--- src/rtl/phy_tx_pkg.sv ---
// ============================================================================
// Module      : phy_tx_pkg
// Description : Shared types and constants for the PHY transmit byte path.
// Revision    : 1.0  initial release
// ============================================================================
`default_nettype none

package phy_tx_pkg;

    localparam int LANES = 4;

    typedef logic [1:0] lane_idx_t;

    typedef enum logic [0:0] {
        IDLE = 1'b0,
        SEND = 1'b1
    } state_e;

    // K28.5 comma, the line filler between frames
    localparam logic [7:0] COM_SYMBOL = 8'hBC;

endpackage

`default_nettype wire

--- src/rtl/tx_group_stage.sv ---
// ============================================================================
// Module      : tx_group_stage
// Description : One-group staging buffer with ready/take handshake logic.
// Revision    : 1.0  initial release
// ============================================================================
`default_nettype none

module tx_group_stage
    import phy_tx_pkg::*;
#(
    parameter int WIDTH = 8
) (
    input  logic                          clk,
    input  logic                          reset,
    input  logic [LANES-1:0][WIDTH-1:0]   i_data,
    input  logic [LANES-1:0]              i_valid,
    input  logic                          i_load,
    input  logic                          i_can_take,
    output logic [LANES-1:0][WIDTH-1:0]   o_stage_data,
    output logic [LANES-1:0]              o_stage_valid,
    output logic                          o_stage_full,
    output logic                          o_ready,
    output logic                          o_take
);

    logic [LANES-1:0][WIDTH-1:0] r_data;
    logic [LANES-1:0]            r_valid;
    logic                        r_full;
    logic                        w_take;
    logic                        w_ready;
    logic                        w_accept;

    // The stage frees up in the same cycle it is taken, so a refill can land
    // on that edge and back-to-back groups stay gapless.
    assign w_take   = r_full && i_can_take;
    assign w_ready  = !r_full || w_take;
    assign w_accept = i_load && w_ready;

    always_ff @(posedge clk) begin
        if (!reset) begin
            r_data  <= '0;
            r_valid <= '0;
            r_full  <= 1'b0;
        end else if (w_accept) begin
            r_data  <= i_data;
            r_valid <= i_valid;
            r_full  <= 1'b1;
        end else if (w_take) begin
            r_full  <= 1'b0;
        end
    end

    assign o_stage_data  = r_data;
    assign o_stage_valid = r_valid;
    assign o_stage_full  = r_full;
    assign o_ready       = w_ready;
    assign o_take        = w_take;

endmodule

`default_nettype wire

--- src/rtl/mux_4x1_8bits_tx.sv ---
// ============================================================================
// Module      : mux_4x1_8bits_tx
// Description : Serialises 4-lane byte groups onto one byte stream, lane 0
//               first. Define IDLE_FILL_EN to drive IDLE_SYMBOL on idle bytes.
// Revision    : 1.0  initial release
// ============================================================================
`default_nettype none

module mux_4x1_8bits_tx
    import phy_tx_pkg::*;
#(
    parameter int               WIDTH       = 8,
    parameter logic [WIDTH-1:0] IDLE_SYMBOL = COM_SYMBOL
) (
    input  logic             clk,
    input  logic             reset,
    input  logic [WIDTH-1:0] data_in0,
    input  logic [WIDTH-1:0] data_in1,
    input  logic [WIDTH-1:0] data_in2,
    input  logic [WIDTH-1:0] data_in3,
    input  logic             valid_in0,
    input  logic             valid_in1,
    input  logic             valid_in2,
    input  logic             valid_in3,
    input  logic             load,
    output logic             ready_out,
    output logic [WIDTH-1:0] data_out,
    output logic             valid_out,
    output logic [1:0]       lane_sel,
    output logic             busy
);

    localparam logic [0:0] ST_IDLE = 1'(IDLE);
    localparam logic [0:0] ST_SEND = 1'(SEND);

`ifdef IDLE_FILL_EN
    localparam logic c_fill_en = 1'b1;
`else
    localparam logic c_fill_en = 1'b0;
`endif
    localparam logic [WIDTH-1:0] c_fill_byte = c_fill_en ? IDLE_SYMBOL : '0;

    logic [LANES-1:0][WIDTH-1:0] w_stage_data;
    logic [LANES-1:0]            w_stage_valid;
    logic                        w_stage_full;
    logic                        w_take;
    logic                        w_can_take;

    logic [LANES-1:0][WIDTH-1:0] r_active_data;
    logic [LANES-1:0]            r_active_valid;
    logic [0:0]                  r_state;
    lane_idx_t                   r_cnt;
    logic [WIDTH-1:0]            r_data_out;
    logic                        r_valid_out;
    lane_idx_t                   r_lane_sel;

    assign w_can_take = (r_state == ST_IDLE) || (r_cnt == '0);

    tx_group_stage #(
        .WIDTH (WIDTH)
    ) u_stage (
        .clk           (clk),
        .reset         (reset),
        .i_data        ({data_in3, data_in2, data_in1, data_in0}),
        .i_valid       ({valid_in3, valid_in2, valid_in1, valid_in0}),
        .i_load        (load),
        .i_can_take    (w_can_take),
        .o_stage_data  (w_stage_data),
        .o_stage_valid (w_stage_valid),
        .o_stage_full  (w_stage_full),
        .o_ready       (ready_out),
        .o_take        (w_take)
    );

    // r_cnt is the next lane to emit; 0 in SEND means the group is finished.
    always_ff @(posedge clk) begin
        if (!reset) begin
            r_active_data  <= '0;
            r_active_valid <= '0;
            r_state        <= ST_IDLE;
            r_cnt          <= '0;
            r_data_out     <= c_fill_byte;
            r_valid_out    <= 1'b0;
            r_lane_sel     <= '0;
        end else if (w_take) begin
            r_active_data  <= w_stage_data;
            r_active_valid <= w_stage_valid;
            r_data_out     <= w_stage_valid[0] ? w_stage_data[0] : c_fill_byte;
            r_valid_out    <= w_stage_valid[0];
            r_lane_sel     <= '0;
            r_cnt          <= lane_idx_t'(1);
            r_state        <= ST_SEND;
        end else if ((r_state == ST_SEND) && (r_cnt != '0)) begin
            r_data_out     <= r_active_valid[r_cnt] ? r_active_data[r_cnt] : c_fill_byte;
            r_valid_out    <= r_active_valid[r_cnt];
            r_lane_sel     <= r_cnt;
            r_cnt          <= r_cnt + lane_idx_t'(1);
        end else begin
            r_state        <= ST_IDLE;
            r_data_out     <= c_fill_byte;
            r_valid_out    <= 1'b0;
            r_lane_sel     <= '0;
        end
    end

    assign data_out  = r_data_out;
    assign valid_out = r_valid_out;
    assign lane_sel  = r_lane_sel;
    assign busy      = (r_state == ST_SEND) || w_stage_full;

endmodule

`default_nettype wire
--- config.mk ---
export PLATFORM = sky130hd
export DESIGN_NAME = mux_4x1_8bits_tx
export DESIGN_NICKNAME = d
export VERILOG_FILES = /design/src/rtl/phy_tx_pkg.sv /design/src/rtl/tx_group_stage.sv /design/src/rtl/mux_4x1_8bits_tx.sv
export SDC_FILE = /design/constraint.sdc
export NUM_CORES = 1
export LEC_CHECK = 0
export BUFFER_PORTS_ARGS = -buffer_cell sky130_fd_sc_hd__buf_2
export CORE_MARGIN = 5
export CORE_UTILIZATION = 50
export CTS_BUF_LIST = sky130_fd_sc_hd__clkbuf_2 sky130_fd_sc_hd__clkbuf_4 sky130_fd_sc_hd__clkbuf_8
export CTS_CLUSTER_SIZE = 14
export DETAILED_ROUTE_END_ITERATION = 8
export PLACE_DENSITY = 0.71
export SLEW_MARGIN = 20
export SYNTH_ARGS = -nofsm -noshare
export SYNTH_HDL_FRONTEND = slang
export SYNTH_HIERARCHICAL = 1
export SYNTH_SLANG_ARGS = --single-unit
--- constraint.sdc ---
create_clock -name clk -period 3.3 [get_ports clk]
set_clock_uncertainty 0.1 [all_clocks]
set_input_delay 0.99 -clock clk [delete_from_list [all_inputs] [get_ports clk]]
set_output_delay 0.99 -clock clk [all_outputs]
set_load 0.01 [all_outputs]
==> impl_metrics.json, run 1 <==
{
  "slew-limit-headroom": 0.5664,
  "ctsRootBufferMaster": "sky130_fd_sc_hd__clkbuf_8",
  "cp.depth": 6,
  "worstSetupStartpoint": "r_cnt[0]$_SDFFE_PN0P_",
  "global_route.overflow_total": 0,
  "final_core_util": 0.5657,
  "avgSynthCellArea_um2": 10.22,
  "worst-endpoint-arrival_ns": 1.88,
  "first_pass_grt_wire_length_mm": 11.40,
  "cts_tree": "yes",
  "numPlacedInstances": 485,
  "critPathMaxStageDelay_ns": 0.51,
  "syn_area_um2": 3659,
  "chipHeight_um": 95.54,
  "timing.reg2reg.worst_path_depth": 8,
  "timing.fmax_ghz": 0.3366,
  "endpoint": "ready_out",
  "drt_pass1_iterations": 4,
  "power.density_cell_area_nw_per_um2": 479.6,
  "syn_nets": 398,
  "clock_pin_transition_on_the_worst_setup_and_hold_timing_paths_ns": 0.08,
  "critPathTopFamily": "flip-flops",
  "globalplace.congestion": 0.7825,
  "placeableCoreArea_um2": 7176,
  "cp.buffers_inverters": 3,
  "vdd.ir_drop.worst_v": 0.0001996,
  "number_of_global_route_vias_before_repair": 2369,
  "maxCapViolations": 0,
  "floorplan.die.width_um": 95.54,
  "crit_reg_reg_startpoint": "r_cnt[0]$_SDFFE_PN0P_",
  "worst_path_max_delay_cell": "sky130_fd_sc_hd__dfxtp_1",
  "hold_class": "flop to flop",
  "flow.area_growth_from_synthesis_pct": 10.94,
  "multi_input_area_um2": 1715,
  "yosysSeqAreaShare": 0.4761,
  "numCtsBuffers": 9,
  "timing.setup.tns_ns": 0,
  "cts-htree-levels": 3,
  "setup_viol": 0,
  "p_leak_nw": 1.688,
  "synth-edff-count": 0,
  "synth.distinct_cells": 30,
  "rsz0062_at_grt": "false",
  "diodes": 0,
  "synth.ff_latch_count": 87,
  "floorplan.initialDensity": 0.5099,
  "rows": 31,
  "antenna_found_initial": 0,
  "layout_commonest_cell": "sky130_fd_sc_hd__dfxtp_1",
  "worst_r2r_endpoint": "data_out[3]$_SDFF_PN0_",
  "grt_max_degree": 114,
  "clockBufferDepth": 2,
  "drt_wl_total_mm": 6.784,
  "layout-drive-gt1-share": 0.2120,
  "clock_sinks": 87,
  "netlist_instances": 358,
  "drt_iter0_markers": 88,
  "worst_hold_slack_ns": 0.3610,
  "clk-insertion-delay-late_ns": 0.35,
  "timing.final.crit_share": 0.9002,
  "worst-setup-path-type": "flop to output port",
  "dpl.hpwl_mm": 4.449,
  "status": "finished, final reports clean",
  "route.detailed.drc": 0,
  "worst_r2r_setup_slack_ns": 0.66,
  "crit_path_cell_trace": "inv_2, ha_1, nor2b_1, inv_1, nand2b_4, buf_2",
  "fin_crit_ns": 2.971,
  "maximum_fanout_along_the_worst_path": 10,
  "crit_start_category": "flop",
  "layout.nets": 437,
  "io_buffers": 51,
  "final_cell_mix": "sky130_fd_sc_hd__dfxtp_1, sky130_fd_sc_hd__mux2i_1, sky130_fd_sc_hd__nand2_1",
  "total_power_mw": 1.947,
  "die_footprint_um2": 9128,
  "seqCellArea_um2": 1742,
  "required_ns": 2.21,
  "postCtsSetupRepairBufs": 0,
  "critPathCaptureType": "output port",
  "final-instance-count-excl-fill": 500,
  "synth_warnings": 6,
  "worst_tran_pin_value_ns": 0.6504,
  "overall_global_routing_resource_usage": 0.1633,
  "fin_max_slew_vios": 0,
  "ios": 52,
  "holdBufCountCts": 0,
  "postRouteAntennaNets": 0,
  "viasPerCell": 4.856,
  "asyncSetResetFlopFracSynth": 0,
  "synth_ff_type": "sky130_fd_sc_hd__dfxtp_1",
  "hold_viol_final": 0,
  "cts-resized-gates": 0,
  "vias": 2428,
  "route.detailed.wl_per_inst_um": 13.57,
  "count_of_fill_cells_added_during_filler_insertion": 656
}
per-layer routing:
metal | vias to the layer above | global-route usage | routed length, um
li1 | 1276 | - | -
met1 | 1089 | 0.2353 | 3598
met2 | 54 | 0.2264 | 2718
met3 | 9 | 0.05051 | 337
met4 | 0 | 0.06161 | 129
met5 | - | 0 | 0
state kept, by name (all words and copies together) (netlist names), 2 cells and up:
register	flops
lane_sel	2
u_stage/o_stage_valid	4
u_stage/o_stage_data	32
r_active_valid	4
r_active_data	32
r_cnt	2
data_out	8
through the flow:
| step | worst slack (ns) | instance area, um2 |
|---|---|---|
| after floorplan | 0.7700 | 3659 |
| after global placement | 0.7675 | 3886 |
| after detailed placement | 0.7232 | 3886 |
| after CTS | 0.3164 | 4059 |
| after global routing | 0.1751 | 4059 |
| final | 0.3292 | 4059 |
worst reg2reg max path: stages (launching register included):
cell and delay (ns):
sky130_fd_sc_hd__dfxtp_1 0.51, sky130_fd_sc_hd__inv_2 0.12, sky130_fd_sc_hd__ha_1 0.23, sky130_fd_sc_hd__nor2b_1 0.29, sky130_fd_sc_hd__inv_1 0.10, sky130_fd_sc_hd__and2_2 0.21
sky130_fd_sc_hd__and4bb_1 0.51, sky130_fd_sc_hd__nand3_2 0.26, sky130_fd_sc_hd__o211ai_1 0.24
final cells by class:
class / instances / area share
Multi-Input combinational cell: 241 / 0.4226
Timing Repair Buffer: 54 / 0.07152
Tap cell: 99 / 0.03052
Clock buffer: 14 / 0.04131
Sequential cell: 87 / 0.4291
Clock inverter: 1 / 0.001233
Inverter: 4 / 0.003699
Yosys cell counts (2+ instances only):
| master | instances | area [um2] |
|---|---|---|
| sky130_fd_sc_hd__and2_1 | 2 | 12.51 |
| sky130_fd_sc_hd__nand4_1 | 7 | 43.79 |
| sky130_fd_sc_hd__mux2_2 | 9 | 101.4 |
| sky130_fd_sc_hd__mux2i_1 | 82 | 820.8 |
| sky130_fd_sc_hd__dfxtp_1 | 87 | 1742 |
| sky130_fd_sc_hd__o21a_1 | 2 | 15.01 |
| sky130_fd_sc_hd__buf_12 | 4 | 80.08 |
| sky130_fd_sc_hd__nor2b_1 | 37 | 231.5 |
| sky130_fd_sc_hd__buf_2 | 7 | 35.03 |
| sky130_fd_sc_hd__inv_1 | 3 | 11.26 |
| sky130_fd_sc_hd__o211ai_1 | 7 | 52.55 |
| sky130_fd_sc_hd__buf_4 | 4 | 30.03 |
| sky130_fd_sc_hd__clkbuf_1 | 11 | 41.29 |
| sky130_fd_sc_hd__nand2_1 | 80 | 300.3 |
where the power goes:
group / internal [mW] / switching, mW / leakage, nW / total (mW)
clock: 0.323 / 0.335 / 0.0942 / 0.659
sequential: 1.09 / 0.0290 / 0.710 / 1.12
combinational: 0.0839 / 0.0823 / 0.883 / 0.166
cells by family after synthesis:
group	Yosys count	synth area share
AOI/OAI and AO/OA	12	0.02497
xor gates and xnor gates	1	0.002394
adders and majority gates	1	0.003419
buffers and inverters	30	0.05506
DFF	87	0.4761
muxes	92	0.2562
and+or+nand+nor	135	0.1819
worst min path at each step:
stage                     slack [ns]                                     to  depth (start not counted)                                  start
after floorplan                 0.33  u_stage/o_stage_data[10]$_SDFFE_PN0P_                          2  u_stage/o_stage_data[10]$_SDFFE_PN0P_
after global placement          0.35  u_stage/o_stage_data[17]$_SDFFE_PN0P_                          2  u_stage/o_stage_data[17]$_SDFFE_PN0P_
after detailed placement        0.35  u_stage/o_stage_data[17]$_SDFFE_PN0P_                          2  u_stage/o_stage_data[17]$_SDFFE_PN0P_
after CTS                       0.36  u_stage/o_stage_data[17]$_SDFFE_PN0P_                          2  u_stage/o_stage_data[17]$_SDFFE_PN0P_
after global routing            0.38  u_stage/o_stage_data[23]$_SDFFE_PN0P_                          2  u_stage/o_stage_data[23]$_SDFFE_PN0P_
final                           0.36  u_stage/o_stage_data[28]$_SDFFE_PN0P_                          2  u_stage/o_stage_data[28]$_SDFFE_PN0P_
Power figures use the tool's default switching activity.
==> inputs of run 2 (changes only) <==
--- a/config.mk
+++ b/config.mk
@@ -15,5 +15,4 @@
 export SLEW_MARGIN = 20
 export SYNTH_ARGS = -nofsm -noshare
 export SYNTH_HDL_FRONTEND = slang
-export SYNTH_HIERARCHICAL = 1
 export SYNTH_SLANG_ARGS = --single-unit
==> constraint.sdc (replaced) <==
create_clock -name clk -period 3.3 [get_ports clk]
set_clock_uncertainty 0.1 [all_clocks]
set_input_delay 0.99 -clock clk [delete_from_list [all_inputs] [get_ports clk]]
set_output_delay 0.99 -clock clk [all_outputs]
set_load 0.02 [all_outputs]
==> run 2 against run 1 <==
Effect of this change:
- critical path depth shrank 2
- maximum frequency grew 3.6%
- first-iteration DRC count grew 52%
- worst hold slack gained 0.0056 ns
==> impl_metrics.json, run 2 <==
{
  "overall_global_routing_resource_usage": 0.1776,
  "route.detailed.wl_per_inst_um": 14.87,
  "synth.ff_latch_count": 87,
  "chipHeight_um": 96.36,
  "drt_wl_total_mm": 7.794,
  "vdd.ir_drop.worst_v": 0.0002838,
  "antenna_found_initial": 0,
  "rows": 31,
  "worst_path_max_delay_cell": "sky130_fd_sc_hd__dfxtp_1",
  "avgSynthCellArea_um2": 9.463,
  "p_leak_nw": 1.656,
  "timing.setup.tns_ns": 0,
  "power.combinational.fraction": 0.082,
  "number_of_global_route_vias_before_repair": 2707,
  "switching_share": 0.2236,
  "timing.final.crit_share": 0.8693,
  "setup_viol": 0,
  "crit_start_category": "flop",
  "design_internal_power_mw": 1.556,
  "syn_area_um2": 3729,
  "layout.nets": 461,
  "yosysSeqAreaShare": 0.4671,
  "fin_crit_ns": 2.869,
  "power.density_cell_area_nw_per_um2": 480.9,
  "die_footprint_um2": 9284,
  "hold_viol_final": 0,
  "fin_max_slew_vios": 0,
  "clockBufferDepth": 2,
  "seqCellArea_um2": 1742,
  "clock_sinks": 87,
  "drt_iter0_markers": 134,
  "grt_max_degree": 74,
  "flow.area_growth_from_synthesis_pct": 11.75,
  "critPathCaptureType": "output port",
  "clock_pin_transition_on_the_worst_setup_and_hold_timing_paths_ns": 0.08,
  "slew-limit-headroom": 0.5321,
  "status": "finished, final reports clean",
  "postRouteAntennaNets": 0,
  "vias": 2876,
  "yosysTopAreaCellShare": 0.4671,
  "synth_largest_area_cell": "sky130_fd_sc_hd__dfxtp_1",
  "synth-edff-count": 0,
  "worst-endpoint-arrival_ns": 1.78,
  "synth_ff_type": "sky130_fd_sc_hd__dfxtp_1",
  "worst-setup-path-type": "flop to output port",
  "synth.distinct_cells": 29,
  "viasPerCell": 5.489,
  "cts-resized-gates": 0,
  "maximum_fanout_along_the_worst_path": 10,
  "yosys-top-cells-area": "sky130_fd_sc_hd__dfxtp_1, sky130_fd_sc_hd__o21a_1, sky130_fd_sc_hd__a21boi_1, sky130_fd_sc_hd__and3_1, sky130_fd_sc_hd__mux4_1",
  "io_buffers": 51,
  "final_cell_mix": "sky130_fd_sc_hd__dfxtp_1, sky130_fd_sc_hd__buf_2, sky130_fd_sc_hd__a21oi_1",
  "drt_pass1_iterations": 4,
  "rsz0062_at_grt": "false",
  "clk-insertion-delay-late_ns": 0.35,
  "final-instance-count-excl-fill": 524,
  "ios": 52,
  "p_sw_mw": 0.4481,
  "numPlacedInstances": 509,
  "numCtsBuffers": 9,
  "asyncSetResetFlopFracSynth": 0,
  "dpl.hpwl_mm": 5.262,
  "yosys-top-cells-count": "sky130_fd_sc_hd__dfxtp_1, sky130_fd_sc_hd__a21oi_1, sky130_fd_sc_hd__nand3_1",
  "holdBufCountCts": 0,
  "diodes": 0,
  "placeableCoreArea_um2": 7253,
  "worst_tran_pin_value_ns": 0.7008,
  "floorplan.initialDensity": 0.5141,
  "hold_class": "flop to flop",
  "critPathMaxStageDelay_ns": 0.61,
  "floorplan.die.width_um": 96.36,
  "required_ns": 2.21,
  "timing.fmax_ghz": 0.3486,
  "count_of_fill_cells_added_during_filler_insertion": 658,
  "cts-htree-levels": 3,
  "postCtsSetupRepairBufs": 0,
  "synth_most_common_cell": "sky130_fd_sc_hd__dfxtp_1",
  "globalplace.congestion": 0.8078,
  "multi_input_area_um2": 1745,
  "first_pass_grt_wire_length_mm": 12.85,
  "clock_power_share": 0.363,
  "cts_tree": "yes",
  "maxCapViolations": 0,
  "worst_r2r_setup_slack_ns": 0.97,
  "global_route.overflow_total": 0,
  "syn_nets": 434,
  "netlist_instances": 394,
  "layout-drive-gt1-share": 0.1906,
  "synth_warnings": 0,
  "power.share.sequential": 0.555,
  "route.detailed.drc": 0,
  "ctsRootBufferMaster": "sky130_fd_sc_hd__clkbuf_8",
  "crit_path_cell_trace": "inv_1, ha_1, nand3b_1, buf_2",
  "layout_commonest_cell": "sky130_fd_sc_hd__dfxtp_1"
}
run 2: cell count changes after synthesis, sizes merged, moves of 36 or more:
cell   previous run  this run
o21ai             0        37
mux2i            82         0
nand2            80         2
nor2b            37         1
nand3             2        38
a21oi             0        39
run 2: final cells by class:
class                   count  area share
clock buffers              14     0.03874
clock inverters             1    0.007207
inverters                  13     0.01171
multi-input cells         251      0.4189
flip-flops and latches     87      0.4180
well taps                  99     0.02973
repair buffers             59     0.07568
run 2: worst max-delay path: cells and delay by family, from the launching register on:
kind,cells,cell delay [ns]
adder cells (fa/ha/maj),1,0.26
AND/OR/NAND/NOR,1,0.21
buffers and inverters,2,0.35
flip-flops,1,0.61
run 2: stage by stage:
step | total power [mW] | utilization | cell area, um2 | setup slack (ns) | hold WS [ns]
detailed placement | 1.301 | 0.5480 | 3975 | 0.8108 | 0.3582
CTS | 2.019 | 0.5744 | 4167 | 0.4166 | 0.3691
floorplan | 1.254 | - | 3729 | 0.9529 | 0.3399
global route | 2.088 | 0.5744 | 4167 | 0.3027 | 0.3854
global placement | 1.296 | 0.5480 | 3975 | 0.8376 | 0.3521
finish | 2.004 | 0.5744 | 4167 | 0.4315 | 0.3665
run 2: worst paths after layout:
kind,depth (start not counted),from,endpoint
setup / recovery,4,r_cnt[0]$_SDFFE_PN0P_,ready_out
hold / removal,2,u_stage.o_stage_data[16]$_SDFFE_PN0P_,r_active_data[16]$_SDFFE_PN0N_
setup reg to reg,6,r_cnt[0]$_SDFFE_PN0P_,r_cnt[0]$_SDFFE_PN0P_
hold reg to reg,2,u_stage.o_stage_data[16]$_SDFFE_PN0P_,r_active_data[16]$_SDFFE_PN0N_
run 2: logic make-up (layout without fill, tap and decap cells):
| family | count (synthesis) | in the layout | share of synthesized area |
|---|---|---|---|
| multiplexers | 9 | 9 | 0.06242 |
| AO/OA/AOI/OAI | 158 | 158 | 0.2708 |
| buffers and inverters | 56 | 87 | 0.06543 |
| AND/OR/NAND/NOR | 83 | 83 | 0.1309 |
| flip-flops | 87 | 87 | 0.4671 |
| adder cells (fa/ha/maj) | 1 | 1 | 0.003355 |
run 2: layer usage:
layer,up-vias,routed length (um),global-route usage
met4,0,127,0.05724
met1,1329,3856,0.2526
met2,66,3376,0.2616
met5,-,0,0
li1,1471,-,-
met3,10,433,0.04769
run 2: power groups by stage:
stage                     Combinational, mW  Sequential, mW  Clock (mW)
after global placement                0.161            1.14           0
after floorplan                       0.128            1.13           0
after CTS                             0.165            1.11       0.741
after global routing                  0.184            1.12       0.787
final                                 0.164            1.11       0.728
after detailed placement              0.165            1.14           0
